===== src/rtl/l_1_1.sv =====
// l_1_1: 1-bit magnitude comparator with per-relation saturating cycle counters.
//
// Ports:
//   clk     - rising-edge clock for all sequential logic
//   rst     - synchronous active-high reset
//   A, B    - unsigned 1-bit compare operands
//   o1      - less-than flag (A < B)
//   o2      - equal flag (A == B)
//   o3      - greater-than flag (A > B)
//   lt_cnt  - saturating count of edges that sampled A < B
//   eq_cnt  - saturating count of edges that sampled A == B
//   gt_cnt  - saturating count of edges that sampled A > B
//
// Build option:
//   L_1_1_COMB_OUT_EN - when defined, o1/o2/o3 are driven combinationally
//                       from A/B (zero latency, independent of clk and rst).
//                       Counters stay clocked and reset either way.
module l_1_1 (
    input  logic       clk,
    input  logic       rst,
    input  logic       A,
    input  logic       B,
    output logic       o1,
    output logic       o2,
    output logic       o3,
    output logic [7:0] lt_cnt,
    output logic [7:0] eq_cnt,
    output logic [7:0] gt_cnt
);

    localparam int unsigned CNT_W = 8;
    localparam logic [CNT_W-1:0] CNT_MAX = '1;

    // Compare relations; exactly one is high for any A/B.
    logic lt_c;
    logic eq_c;
    logic gt_c;

    assign lt_c = ~A & B;
    assign eq_c = ~(A ^ B);
    assign gt_c = A & ~B;

    // Saturating counters: a full counter holds, the others keep counting.
    always_ff @(posedge clk) begin
        if (rst) begin
            lt_cnt <= '0;
            eq_cnt <= '0;
            gt_cnt <= '0;
        end else begin
            if (lt_c && (lt_cnt != CNT_MAX)) lt_cnt <= lt_cnt + CNT_W'(1);
            if (eq_c && (eq_cnt != CNT_MAX)) eq_cnt <= eq_cnt + CNT_W'(1);
            if (gt_c && (gt_cnt != CNT_MAX)) gt_cnt <= gt_cnt + CNT_W'(1);
        end
    end

`ifdef L_1_1_COMB_OUT_EN
    // Zero-latency flags.
    assign o1 = lt_c;
    assign o2 = eq_c;
    assign o3 = gt_c;
`else
    // Flags reflect A/B sampled at the previous edge; cleared by reset.
    always_ff @(posedge clk) begin
        if (rst) begin
            o1 <= 1'b0;
            o2 <= 1'b0;
            o3 <= 1'b0;
        end else begin
            o1 <= lt_c;
            o2 <= eq_c;
            o3 <= gt_c;
        end
    end
`endif

endmodule


===== config.mk =====
export PLATFORM = sky130hd
export DESIGN_NAME = l_1_1
export DESIGN_NICKNAME = d
export VERILOG_FILES = /design/src/rtl/l_1_1.sv
export SDC_FILE = /design/constraint.sdc
export NUM_CORES = 1
export LEC_CHECK = 0
export ABC_AREA = 1
export BUFFER_PORTS_ARGS = -buffer_cell sky130_fd_sc_hd__buf_2
export CORE_ASPECT_RATIO = 0.7
export CORE_MARGIN = 2
export CORE_UTILIZATION = 50
export DETAILED_ROUTE_END_ITERATION = 8
export GPL_TIMING_DRIVEN = 0
export PLACE_DENSITY = 0.85
export SLEW_MARGIN = 5
export SYNTH_ARGS = -nofsm -noshare
export SYNTH_HDL_FRONTEND = slang
export SYNTH_SLANG_ARGS = --single-unit

===== constraint.sdc =====
create_clock -name clk -period 1.4 [get_ports clk]
set_clock_uncertainty 0.1 [all_clocks]
set_input_delay 0.14 -clock clk [delete_from_list [all_inputs] [get_ports clk]]
set_output_delay 0.14 -clock clk [all_outputs]
set_load 0.005 [all_outputs]

==> flow_summary_export.csv, run 1 <==
group,metric,value,unit
run_status,status,"completed",
drt,via_count,1404,
worst_setup_path,start_kind,"flop",
floorplanning,initial_core_util,0.5256,
cells_and_area,area_growth_syn_to_layout,21.21,%
place,gp_congestion,0.7633,
logic_synthesis,synth_top_area_frac,0.3695,
logic_synthesis,syn_area,1463,sq um
floorplanning,rows,16,
logic_synthesis,synth_edf_count,0,
logic_synthesis,ys_types,22,
pwr,peakVddDrop,0.5052,mV
logic_synthesis,synth_common_cells,"44 x nand2_1, 31 x nor2_1, 27 x dfxtp_1",
place,place_inst,274,
cells_and_area,nFillCells,250,
pwr,p_leak,0.8707,nW
cells_and_area,nets,255,
global_routing,grt.total_usage,0.2029,
worst_setup_path,cp-end-kind,"flop",
logic_synthesis,synth_cells,208,
place,hpwl,2109,microns
cts,htreeDepth,1,
cts,clock-sinks,27,
cells_and_area,instances_no_fill,281,
sta,min_period,1.356,ns
sta,drv_slew,0,
cts,cts_max_path_buffers,2,
worst_setup_path,worstPathArrival,1.42,ns
logic_synthesis,yosysMostFrequentCell,"nand2_1",
global_routing,antenna_found_initial,0,
floorplanning,die_w,68.65,microns
cts,ctsHoldBuffers,0,
logic_synthesis,synth_nets,217,
logic_synthesis,yosys-top-cells-area,"dfxtp_1 37%, nand2_1 11%, nor2_1 8.0%",
floorplanning,ios,31,
cts,cts_made_buffers,3,
worst_setup_path,required,1.47,ns
cells_and_area,antennaDiodeCount,0,
logic_synthesis,synth_area_leader_cell,"dfxtp_1",
floorplanning,die_h,49.25,microns
drt,wl_per_cell,10.73,microns
drt,ant_nets,0,
drt,drc_errors,0,
worst_hold_path,hold_path.class,"in -> reg",
global_routing,grt_pass1_vias,1226,
cts,clk_latency,0.27,ns
place,io_buffers,30,
logic_synthesis,synthFlopType,"dfxtp_1",
sta,hold_viol,0,
cts,ctsRootBufferMaster,"clkbuf_8",
flow_run,drv_cap,0,
cells_and_area,drive_above_1_share,0.3224,
cts,cts_tree,"yes",
sta,tns,0,ns
cells_and_area,seq_area,550.5,sq um
logic_synthesis,yosysWarnings,0,
drt,drt_iter0_drc,72,
cells_and_area,fin_util,0.6371,
sta,rsz0062_at_grt,"true",
sta,holdWs,0.005111,ns
pwr,power_density,793.9,nW/um^2
logic_synthesis,synth_seq_cells,27,
cells_and_area,multiInputGateArea,822.0,sq um
worst_setup_path,cp_max_fo,10,
logic_synthesis,synth_seq_area_share,0.3695,
sta,relSlewSlack,0.8417,
sta,period_share,0.9688,
logic_synthesis,async_reset_ff_frac,0,
global_routing,grt_max_degree,15,
global_routing,grt_overflow_total,0,
floorplanning,dieArea,3381,sq um
worst_setup_path,crit_type,"reg -> reg",
sta,setup_viol,0,
worst_setup_path,rrSetupSlack,0.04,ns
floorplanning,fp.coreArea,2783,sq um
place,dp_slack,-0.0002224,ns
global_routing,grt_pass1_wl,5319,microns
sta,fmax,0.7373,GHz
logic_synthesis,syn_area_per_cell,7.032,sq um
drt,viasPerCell,4.996,
drt,drt_wl_total,3015,microns
sta,tightestPinTransition,0.2372,ns
drt,firstDrtPassIters,4,
sta,fin_ws,0.04366,ns
cts,cts.clk_slew.worst_paths,0.09,ns
-- flip-flops by register name, indices dropped and copies added, names as in the netlist --
name    cells
eq_cnt      8
gt_cnt      8
lt_cnt      8
o1          1
o2          1
o3          1
-- layout make-up --
cell class,count,area share
Timing Repair Buffer,33,0.09739
Multi-Input combinational cell,148,0.4637
Clock buffer,4,0.02541
Inverter,28,0.05928
Sequential cell,27,0.3105
Tap cell,36,0.02541
Buffer,5,0.01835
-- worst max-delay path, cell delays in order (launching register included) --
cell and delay (ns):
dfxtp_2 0.38, ha_2 0.23, nand2_2 0.10, nor2_4 0.13, nand2_4 0.10, a21oi_1 0.15
nor2_1 0.07
-- worst paths after layout --
path	start	endpoint	cells past startpoint
min	rst	o2	2
max	eq_cnt[0]	eq_cnt[1]	6
max reg2reg	eq_cnt[0]	eq_cnt[1]	6
min reg2reg	gt_cnt[1]	gt_cnt[1]	2
-- cell usage in the layout, fill, tap and decap left out --
cell,netlist,routed
nand2_1,44,42
buf_2,2,32
nor2_1,31,28
inv_1,26,26
dfxtp_1,27,21
a21oi_1,17,15
nand3_1,14,14
nor2_4,6,8
nand2_2,5,7
buf_4,3,6
nor3_1,6,6
dfxtp_2,0,5
nor2_2,3,4
nand4_1,4,4
nand2_4,3,3
nand3b_1,3,3
ha_2,0,3
clkbuf_8,0,3
nand3b_2,2,2
inv_2,2,2
a21oi_2,0,2
o21ai_1,2,2
ha_1,5,2
a21o_1,1,1
a21o_2,1,1
o21bai_1,1,1
clkbuf_1,0,1
dfxtp_4,0,1
-- metrics by stage --
step / cell area [sq um] / total power (W)
2_1_floorplan: 1463 / 0.0009189
3_3_place_gp: 1658 / 0.0009616
3_5_place_dp: 1658 / 0.0009668
4_1_cts: 1717 / 0.001412
5_1_grt: 1773 / 0.001485
6_report: 1773 / 0.001408
-- cell families (layout without fill, tap and decap cells) --
| kind of cell | Yosys count | count (layout) | synth area share |
|---|---|---|---|
| simple gates | 121 | 121 | 0.4123 |
| buf+inv | 33 | 70 | 0.09410 |
| flops | 27 | 27 | 0.3695 |
| compound gates | 22 | 22 | 0.08127 |
| fa+ha+maj | 5 | 5 | 0.04277 |
-- report_power, final --
part	total, W	leakage, nW	internal, W	switching [W]
logic	0.000149	0.626	0.0000689	0.0000797
clock network	0.000445	0.0228	0.000204	0.000241
registers	0.000814	0.222	0.000791	0.0000224
total	0.00141	0.871	0.00106	0.000343
-- repair_timing --
action                     4_1_cts  5_1_grt
pin swaps                        1        2
gates cloned                     0        0
buffers inserted                 0        3
gates resized for setup          6       13
setup endpoints to repair       13       20
-- layer usage --
layer / wire length [microns] / track usage / vias to the layer above
li1: - / - / 734
met1: 1499 / 0.2867 / 632
met2: 1321 / 0.3045 / 34
met3: 175 / 0.06005 / 4
met4: 19 / 0.04000 / 0
met5: 0 / 0 / -
No activity file was read; power rests on OpenSTA's default activity.
==> inputs of run 2 (changes only) <==
MAX_ROUTING_LAYER = met4   (was not set)
==> run 2 against run 1 <==
Flip-flop and latch count unchanged. Sequential power about the same. Global-route usage increased by 0.55 points. Total power about the same. Non-clock buffer count unchanged. Utilization unchanged. Clock power about the same. Wire length about the same. Critical path depth unchanged. Critical path type unchanged.
==> flow_summary_export.csv, run 2 (synthesis results as in run 1) <==
group,metric,value,unit
run_status,status,"completed",
sta,drv_slew,0,
cells_and_area,drive_above_1_share,0.3224,
floorplanning,ios,31,
global_routing,grt_pass1_vias,1222,
worst_hold_path,hold_path.class,"in -> reg",
pwr,power_density,794.0,nW/um^2
worst_hold_path,min_path_cells,2,
pwr,peakVddDrop,0.5052,mV
worst_setup_path,cp-end-kind,"flop",
cts,cts_tree,"yes",
cts,ctsRootBufferMaster,"clkbuf_8",
drt,via_count,1404,
worst_setup_path,slowest_stage,"dfxtp_2",
floorplanning,rows,16,
global_routing,grt.total_usage,0.2085,
cells_and_area,nets,255,
cts,clock-sinks,27,
sta,min_period,1.356,ns
worst_setup_path,crit_chain,"ha_2, nand2_2, nor2_4, nand2_4, a21oi_1, nor2_1",
drt,wl_per_cell,10.73,microns
cells_and_area,most-common-layout-cells,"42 x nand2_1, 32 x buf_2, 28 x nor2_1",
sta,fmax,0.7373,GHz
sta,tns,0,ns
cells_and_area,area_growth_syn_to_layout,21.21,%
drt,drc_errors,0,
drt,firstDrtPassIters,4,
cells_and_area,reg.largest.list,"eq_cnt x8, gt_cnt x8, lt_cnt x8",
floorplanning,dieArea,3381,sq um
cts,cts.clk_slew.worst_paths,0.09,ns
cts,clk_latency,0.27,ns
drt,drt_iter0_drc,72,
flow_run,drv_cap,0,
floorplanning,fp.coreArea,2783,sq um
floorplanning,die_h,49.25,microns
place,io_buffers,30,
cts,htreeDepth,1,
cells_and_area,fin_util,0.6371,
cts,cts_made_buffers,3,
place,hpwl,2109,microns
worst_setup_path,crit_type,"reg -> reg",
cells_and_area,mostFrequentLayoutCell,"nand2_1",
place,gp_congestion,0.7733,
floorplanning,die_w,68.65,microns
worst_setup_path,r2r.worst_path.cells,6,
drt,drt_wl_total,3016,microns
floorplanning,initial_core_util,0.5256,
worst_setup_path,rrSetupSlack,0.04,ns
sta,relSlewSlack,0.8417,
sta,tightestPinTransition,0.2372,ns
cts,cts_max_path_buffers,2,
worst_setup_path,start_kind,"flop",
drt,ant_nets,0,
pwr,finalPower,0.001408,W
pwr,p_leak,0.8707,nW
place,place_inst,274,
cts,ctsHoldBuffers,0,
sta,hold_viol,0,
worst_setup_path,required,1.47,ns
global_routing,antenna_found_initial,0,
sta,rsz0062_at_grt,"true",
global_routing,grt_pass1_wl,5326,microns
sta,period_share,0.9688,
worst_setup_path,max_stage_delay,0.38,ns
worst_setup_path,worstPathArrival,1.42,ns
worst_setup_path,cp_max_fo,10,
global_routing,grt_overflow_total,0,
drt,viasPerCell,4.996,
global_routing,grt_max_degree,15,
cells_and_area,instances_no_fill,281,
sta,setup_viol,0,
cells_and_area,antennaDiodeCount,0,
-- run 2: final timing paths --
path	startpoint	to
max reg2reg	eq_cnt[0]	eq_cnt[1]
max	eq_cnt[0]	eq_cnt[1]
min reg2reg	gt_cnt[1]	gt_cnt[1]
min	rst	o2
-- run 2: worst max-delay path: cells and delay by family, from the launching register on --
kind                     cells  cell delay, ns
AND/OR/NAND/NOR              4            0.40
AO/OA/AOI/OAI                1            0.15
adder cells (fa/ha/maj)      1            0.23
flip-flops                   1            0.38
-- run 2: report_power, final --
| part | total (W) | leakage (nW) | switching (W) | internal (W) |
|---|---|---|---|---|
| Combinational | 0.000149 | 0.626 | 0.0000797 | 0.0000689 |
| Sequential | 0.000814 | 0.222 | 0.0000224 | 0.000791 |
| Clock | 0.000445 | 0.0228 | 0.000241 | 0.000204 |
-- run 2: final cells by class --
cell class | instances | area [sq um]
fillers | 250 | 1010
multi-input cells | 148 | 822.0
clock buffers | 4 | 45.04
flip-flops and latches | 27 | 550.5
plain buffers | 5 | 32.53
well taps | 36 | 45.04
repair buffers | 33 | 172.7
inverters | 28 | 105.1
-- run 2: what timing repair did --
item | CTS | global route
setup buffers | 0 | 3
gates resized for setup | 6 | 13
pin swaps | 1 | 2
endpoints found under the setup margin | 13 | 20
-- run 2: per-layer routing --
metal / vias up / global-route usage / share of wire / wire length [microns]
li1: 734 / - / - / -
met1: 632 / 0.2867 / 0.50 / 1500
met2: 34 / 0.3045 / 0.44 / 1321
met3: 4 / 0.06005 / 0.058 / 175
met4: 0 / 0.04000 / 0.0060 / 18
met5: - / - / 0 / 0
-- run 2: per-stage QoR --
stage                     instance area [sq um]  setup slack [ns]  hold WS [ns]
after floorplan                            1463           0.08538        0.1113
after global placement                     1658           0.01946        0.2956
after detailed placement                   1658        -0.0002224        0.2974
after CTS                                  1717          0.005442      0.002544
after global routing                       1773          -0.06532       0.01971
final                                      1773           0.04366      0.005007
